File: config.mk
export PLATFORM = sky130hd
export DESIGN_NAME = uart_rx_frame
export DESIGN_NICKNAME = d
export VERILOG_FILES = /design/src/rtl/uart_rx_frame.sv
export SDC_FILE = /design/constraint.sdc
export NUM_CORES = 1
export LEC_CHECK = 0
export ABC_AREA = 0
export BUFFER_PORTS_ARGS = -buffer_cell sky130_fd_sc_hd__buf_4
export CAP_MARGIN = 20
export CORE_MARGIN = 3
export CORE_UTILIZATION = 37
export DETAILED_ROUTE_END_ITERATION = 8
export GPL_TIMING_DRIVEN = 1
export SLEW_MARGIN = 20
export SYNTH_ARGS = -nofsm -noshare
export SYNTH_HDL_FRONTEND = slang
export SYNTH_SLANG_ARGS = --single-unit
export TNS_END_PERCENT = 5
File: constraint.sdc
create_clock -name clk -period 2.56 [get_ports clk]
set_input_delay 0.384 -clock clk [delete_from_list [all_inputs] [get_ports clk]]
set_output_delay 0.384 -clock clk [all_outputs]
set_load 0.02 [all_outputs]
File: src/rtl/uart_rx_frame.sv
// uart_rx_frame -- serial receive framer for the UART path.
//
// Detects a start bit on rx, raises rx_val so the baud generator starts
// issuing mid-bit sample pulses, shifts in DATA_BITS data bits LSB first,
// checks the stop bit and delivers the word with a one-cycle rx_done strobe.
//
// Optional feature macro: UART_RX_PARITY_EN
//   defined   -> one parity bit follows the data bits; parity_err is checked
//   undefined -> no parity bit; parity_err is constant 0
//
// Parameters:
//   DATA_BITS  data bits per frame (5..8)
//   PARITY_ODD 0 = even parity, 1 = odd parity (parity build only)
//
// Ports:
//   clk        single clock; pulse_rx is synchronous to it
//   rst        synchronous active-high reset
//   rx         asynchronous serial line, idle high
//   pulse_rx   baud sample pulse, multi-cycle high, rising edge at mid-bit
//   rx_val     receive active; enables the baud generator
//   rx_data    last received word
//   rx_done    one-cycle strobe; rx_data / frame_err / parity_err valid
//   frame_err  stop bit of the last frame sampled low
//   parity_err parity mismatch on the last frame
module uart_rx_frame #(
  parameter int unsigned DATA_BITS  = 8,
  parameter int unsigned PARITY_ODD = 0
) (
  input  logic                 clk,
  input  logic                 rst,
  input  logic                 rx,
  input  logic                 pulse_rx,
  output logic                 rx_val,
  output logic [DATA_BITS-1:0] rx_data,
  output logic                 rx_done,
  output logic                 frame_err,
  output logic                 parity_err
);

  localparam int unsigned CW = $clog2(DATA_BITS);

  if (DATA_BITS < 5 || DATA_BITS > 8 || PARITY_ODD > 1) begin : g_param_check
    $error("uart_rx_frame: DATA_BITS must be 5..8 and PARITY_ODD 0 or 1");
  end

  typedef enum logic [2:0] {
    ARM,
    IDLE,
    START,
    DATA,
`ifdef UART_RX_PARITY_EN
    PARITY,
`endif
    STOP
  } state_t;

  state_t               state, state_n;
  logic                 rx_meta, rx_s;
  logic                 pulse_d;
  logic                 sample;
  logic [CW-1:0]        bit_cnt, bit_cnt_n;
  logic [DATA_BITS-1:0] shreg, shreg_n;
  logic [DATA_BITS-1:0] data_n;
  logic                 ferr_n;
  logic                 done_n;
  logic                 val_n;

`ifdef UART_RX_PARITY_EN
  localparam logic ODD_SENSE = (PARITY_ODD != 0);
  logic par_bit, par_bit_n;
  logic perr_q, perr_n;
  assign parity_err = perr_q;
`else
  assign parity_err = 1'b0;
`endif

  // Edge detect uses the live pulse against its registered copy, so the
  // capture lands one cycle after the pulse rising edge.
  assign sample = pulse_rx & ~pulse_d;

  always_comb begin
    state_n   = state;
    bit_cnt_n = bit_cnt;
    shreg_n   = shreg;
    data_n    = rx_data;
    ferr_n    = frame_err;
    done_n    = 1'b0;
`ifdef UART_RX_PARITY_EN
    par_bit_n = par_bit;
    perr_n    = perr_q;
`endif
    unique case (state)
      ARM: begin
        // Line must be seen high before a new start can be accepted.
        if (rx_s) state_n = IDLE;
      end
      IDLE: begin
        if (!rx_s) state_n = START;
      end
      START: begin
        if (sample) begin
          if (!rx_s) begin
            state_n   = DATA;
            bit_cnt_n = '0;
          end else begin
            state_n = IDLE;
          end
        end
      end
      DATA: begin
        if (sample) begin
          shreg_n = {rx_s, shreg[DATA_BITS-1:1]};
          if (bit_cnt == CW'(DATA_BITS - 1)) begin
            bit_cnt_n = '0;
`ifdef UART_RX_PARITY_EN
            state_n   = PARITY;
`else
            state_n   = STOP;
`endif
          end else begin
            bit_cnt_n = bit_cnt + 1'b1;
          end
        end
      end
`ifdef UART_RX_PARITY_EN
      PARITY: begin
        if (sample) begin
          par_bit_n = rx_s;
          state_n   = STOP;
        end
      end
`endif
      STOP: begin
        if (sample) begin
          data_n  = shreg;
          ferr_n  = ~rx_s;
          done_n  = 1'b1;
`ifdef UART_RX_PARITY_EN
          perr_n  = (^shreg) ^ par_bit ^ ODD_SENSE;
`endif
          state_n = rx_s ? IDLE : ARM;
        end
      end
      default: state_n = ARM;
    endcase
    val_n = (state_n != ARM) && (state_n != IDLE);
  end

  always_ff @(posedge clk) begin
    if (rst) begin
      rx_meta   <= 1'b0;
      rx_s      <= 1'b0;
      pulse_d   <= 1'b0;
      state     <= ARM;
      bit_cnt   <= '0;
      shreg     <= '0;
      rx_data   <= '0;
      frame_err <= 1'b0;
      rx_done   <= 1'b0;
      rx_val    <= 1'b0;
`ifdef UART_RX_PARITY_EN
      par_bit   <= 1'b0;
      perr_q    <= 1'b0;
`endif
    end else begin
      rx_meta   <= rx;
      rx_s      <= rx_meta;
      pulse_d   <= pulse_rx;
      state     <= state_n;
      bit_cnt   <= bit_cnt_n;
      shreg     <= shreg_n;
      rx_data   <= data_n;
      frame_err <= ferr_n;
      rx_done   <= done_n;
      rx_val    <= val_n;
`ifdef UART_RX_PARITY_EN
      par_bit   <= par_bit_n;
      perr_q    <= perr_n;
`endif
    end
  end

endmodule

==> flow_summary.toml <==
[status]
status = "completed"

[setup_path]
crit_type = "flip-flop to flip-flop"
cp_num_buf_inv = 0
crit_chain = "or3b_1, or3_1, a21oi_1"
cpPeakStageDelay_ns = 0.57
required_ns = 2.84
crit_slowest_cell = "dfxtp_1"
crit_fanout = 11
crit_arrival_ns = 1.88
crit_path_end_kind = "flip-flop"
path_delay_family = "simple AND/OR/NAND/NOR gates"
critPathLaunchType = "flip-flop"

[job]
maxCapViolCount = 0

[placed_design]
dp_cells = 183
place.gp.congestion = 0.7700
dpl-instance-area_sq_um = 1294
place_hpwl_mm = 1.554
io_buffers = 14

[route]
antenna_left = 0
firstDrtPassIters = 4
drc = 0
num_vias = 971
wirelength_mm = 2.332
drt_iter0_drc = 96
wl_per_cell_um = 12.47
via_per_inst = 5.193

[global_route]
track_usage = 0.1282
grt_pass1_vias = 946
grt_pass1_wl_mm = 4.146
grt_max_degree = 29
gr-total-overflow = 0
antenna_found_initial = 0

[timing]
setup_viol = 0
fin_skew_ns = 0.01052
min_period_ns = 1.607
post-route-period-util = 0.6276
max_slew_margin = 0.5546
fmax_mhz = 622.4
setup_tns_ns = 0
final_hold_viol_count = 0
drv_slew = 0
rsz0062_at_grt = "no"
worst-slew-pin-transition_ns = 0.6680

[layout]
instances_no_fill = 187
synthToLayoutAreaGrowth_pct = 13.03
layout.nets = 152
postLayoutCoreUtil = 0.4642
fin_area_sq_um = 1346
fillers = 291
antenna_cells = 0
drive_above_1_share = 0.1379

[synthesis]
synth_nets = 145
synthTopCellsByArea = "dfxtp_1 47%, a21oi_1 9.7%, o21ai_0 9.7%"
synth_most_common_cell = "dfxtp_1"
ys_seq_area_frac = 0.4706
ys_dominant_reg_cell = "dfxtp_1"
synth_top_area_share = 0.4706
syn_area_sq_um = 1191
yosys_register_bits = 28
async_flop_share = 0
syn_inst = 139
syn_area_per_cell_sq_um = 8.569
synth_common_cells = "28 x dfxtp_1, 23 x a21oi_1, 23 x o21ai_0"
synth_largest_area_cell = "dfxtp_1"
ys_types = 28
synth_edf_count = 0
synth_warnings = 0

[floorplanning]
die_h_um = 62.74
rows = 19
core_area_sq_um = 2900
io_pins = 16
die_area_sq_um = 3936
initial_core_util = 0.4107
die_x_um = 62.74

[clock_tree]
numCtsBuffers = 3
postCtsSetupBuffers = 0
cts_tree = "built"
clkTransAtPathRegs_ns = 0.15
cts_sinks = 28
clock_path_buffers = 2
ctsResizeCount = 0
htreeDepth = 1
clkLatencyLatePin_ns = 0.33
cts_root_buf = "clkbuf_4"
holdBufCountCts = 0

[power_and_ir_drop]
peakVddDrop_uv = 323.3
power_density_nw_per_um2 = 593.1
p_leak_nw = 0.4794

[min_path]
hp-class = "input pin to flip-flop"
layout by cell type, fill, tap and decap left out:
cell       count
xor2_1         1
nor2_1         2
and3_1         1
a21oi_1       23
nand4_1        3
bufinv_16      1
conb_1         1
nor3_1         1
and3b_1        1
inv_1          2
or3_1          1
nand3b_1       1
o21ai_0       23
nor3b_4        1
nand4bb_1      2
buf_4         15
a31oi_1        1
o311a_1        1
or3b_1         1
ha_1           2
o211ai_1       1
clkbuf_4       3
nand3_1       17
dfxtp_1       28
nand2_1        1
a211oi_1       1
nor2b_1        7
nand2b_1       3
per-stage QoR:
| step | worst slack, ns | total power [mW] | hold slack [ns] |
|---|---|---|---|
| after floorplan | 1.335 | 0.5085 | 0.4138 |
| after global placement | 1.025 | 0.5185 | 0.4299 |
| after detailed placement | 1.007 | 0.5206 | 0.4294 |
| after CTS | 0.9718 | 0.8104 | 0.2377 |
| after global routing | 0.8753 | 0.8332 | 0.2293 |
| final | 0.9534 | 0.7985 | 0.2504 |
report_power, final:
group	switching (mW)	leakage (nW)	internal, mW	total [mW]
Sequential	0.0148	0.227	0.444	0.458
Combinational	0.0329	0.225	0.0201	0.0530
Clock	0.129	0.0279	0.158	0.287
Total	0.176	0.479	0.622	0.798
sequential cells by signal (all words and copies together), names as in the netlist:
signal,flops
pulse_d,1
rx_val,1
rx_done,1
rx_s,1
bit_cnt,3
rx_data,8
state,3
shreg,8
rx_meta,1
frame_err,1
metal layers:
layer	wire, um	vias to the layer above	GRT usage
met2	1080	18	0.2117
met5	0	-	0
met1	1137	444	0.1548
met4	17	0	0.03581
li1	-	507	-
met3	98	2	0.04856
worst paths after layout:
| path | start | end | slack, ns | depth (start not counted) |
|---|---|---|---|---|
| worst max register to register | state[2] | frame_err | 0.95 | 3 |
| worst min register to register | rx_meta | rx_s | 0.47 | 1 |
| worst min-delay path | rx | rx_meta | 0.25 | 2 |
| worst max-delay path | state[2] | frame_err | 0.95 | 3 |
area by class of cell:
| cell class | instances | area (sq um) | area share |
|---|---|---|---|
| Clock inverter | 1 | 30.03 | 0.02230 |
| Sequential cell | 28 | 560.5 | 0.4164 |
| Clock buffer | 3 | 22.52 | 0.01673 |
| Inverter | 2 | 7.507 | 0.005576 |
| Multi-Input combinational cell | 96 | 560.5 | 0.4164 |
| Timing Repair Buffer | 15 | 112.6 | 0.08364 |
| Tap cell | 42 | 52.55 | 0.03903 |
logic make-up (layout without fill, tap and decap cells):
kind of cell             Yosys count  after routing  synth area share
AO/OA/AOI/OAI                     50             50            0.2195
AND/OR/NAND/NOR                   42             42            0.2195
flip-flops                        28             28            0.4706
buffers and inverters             15             21           0.05882
adder cells (fa/ha/maj)            2              2           0.02101
other                              1              1          0.003148
XOR/XNOR                           1              1          0.007354
No activity file was read; power rests on OpenSTA's default activity.
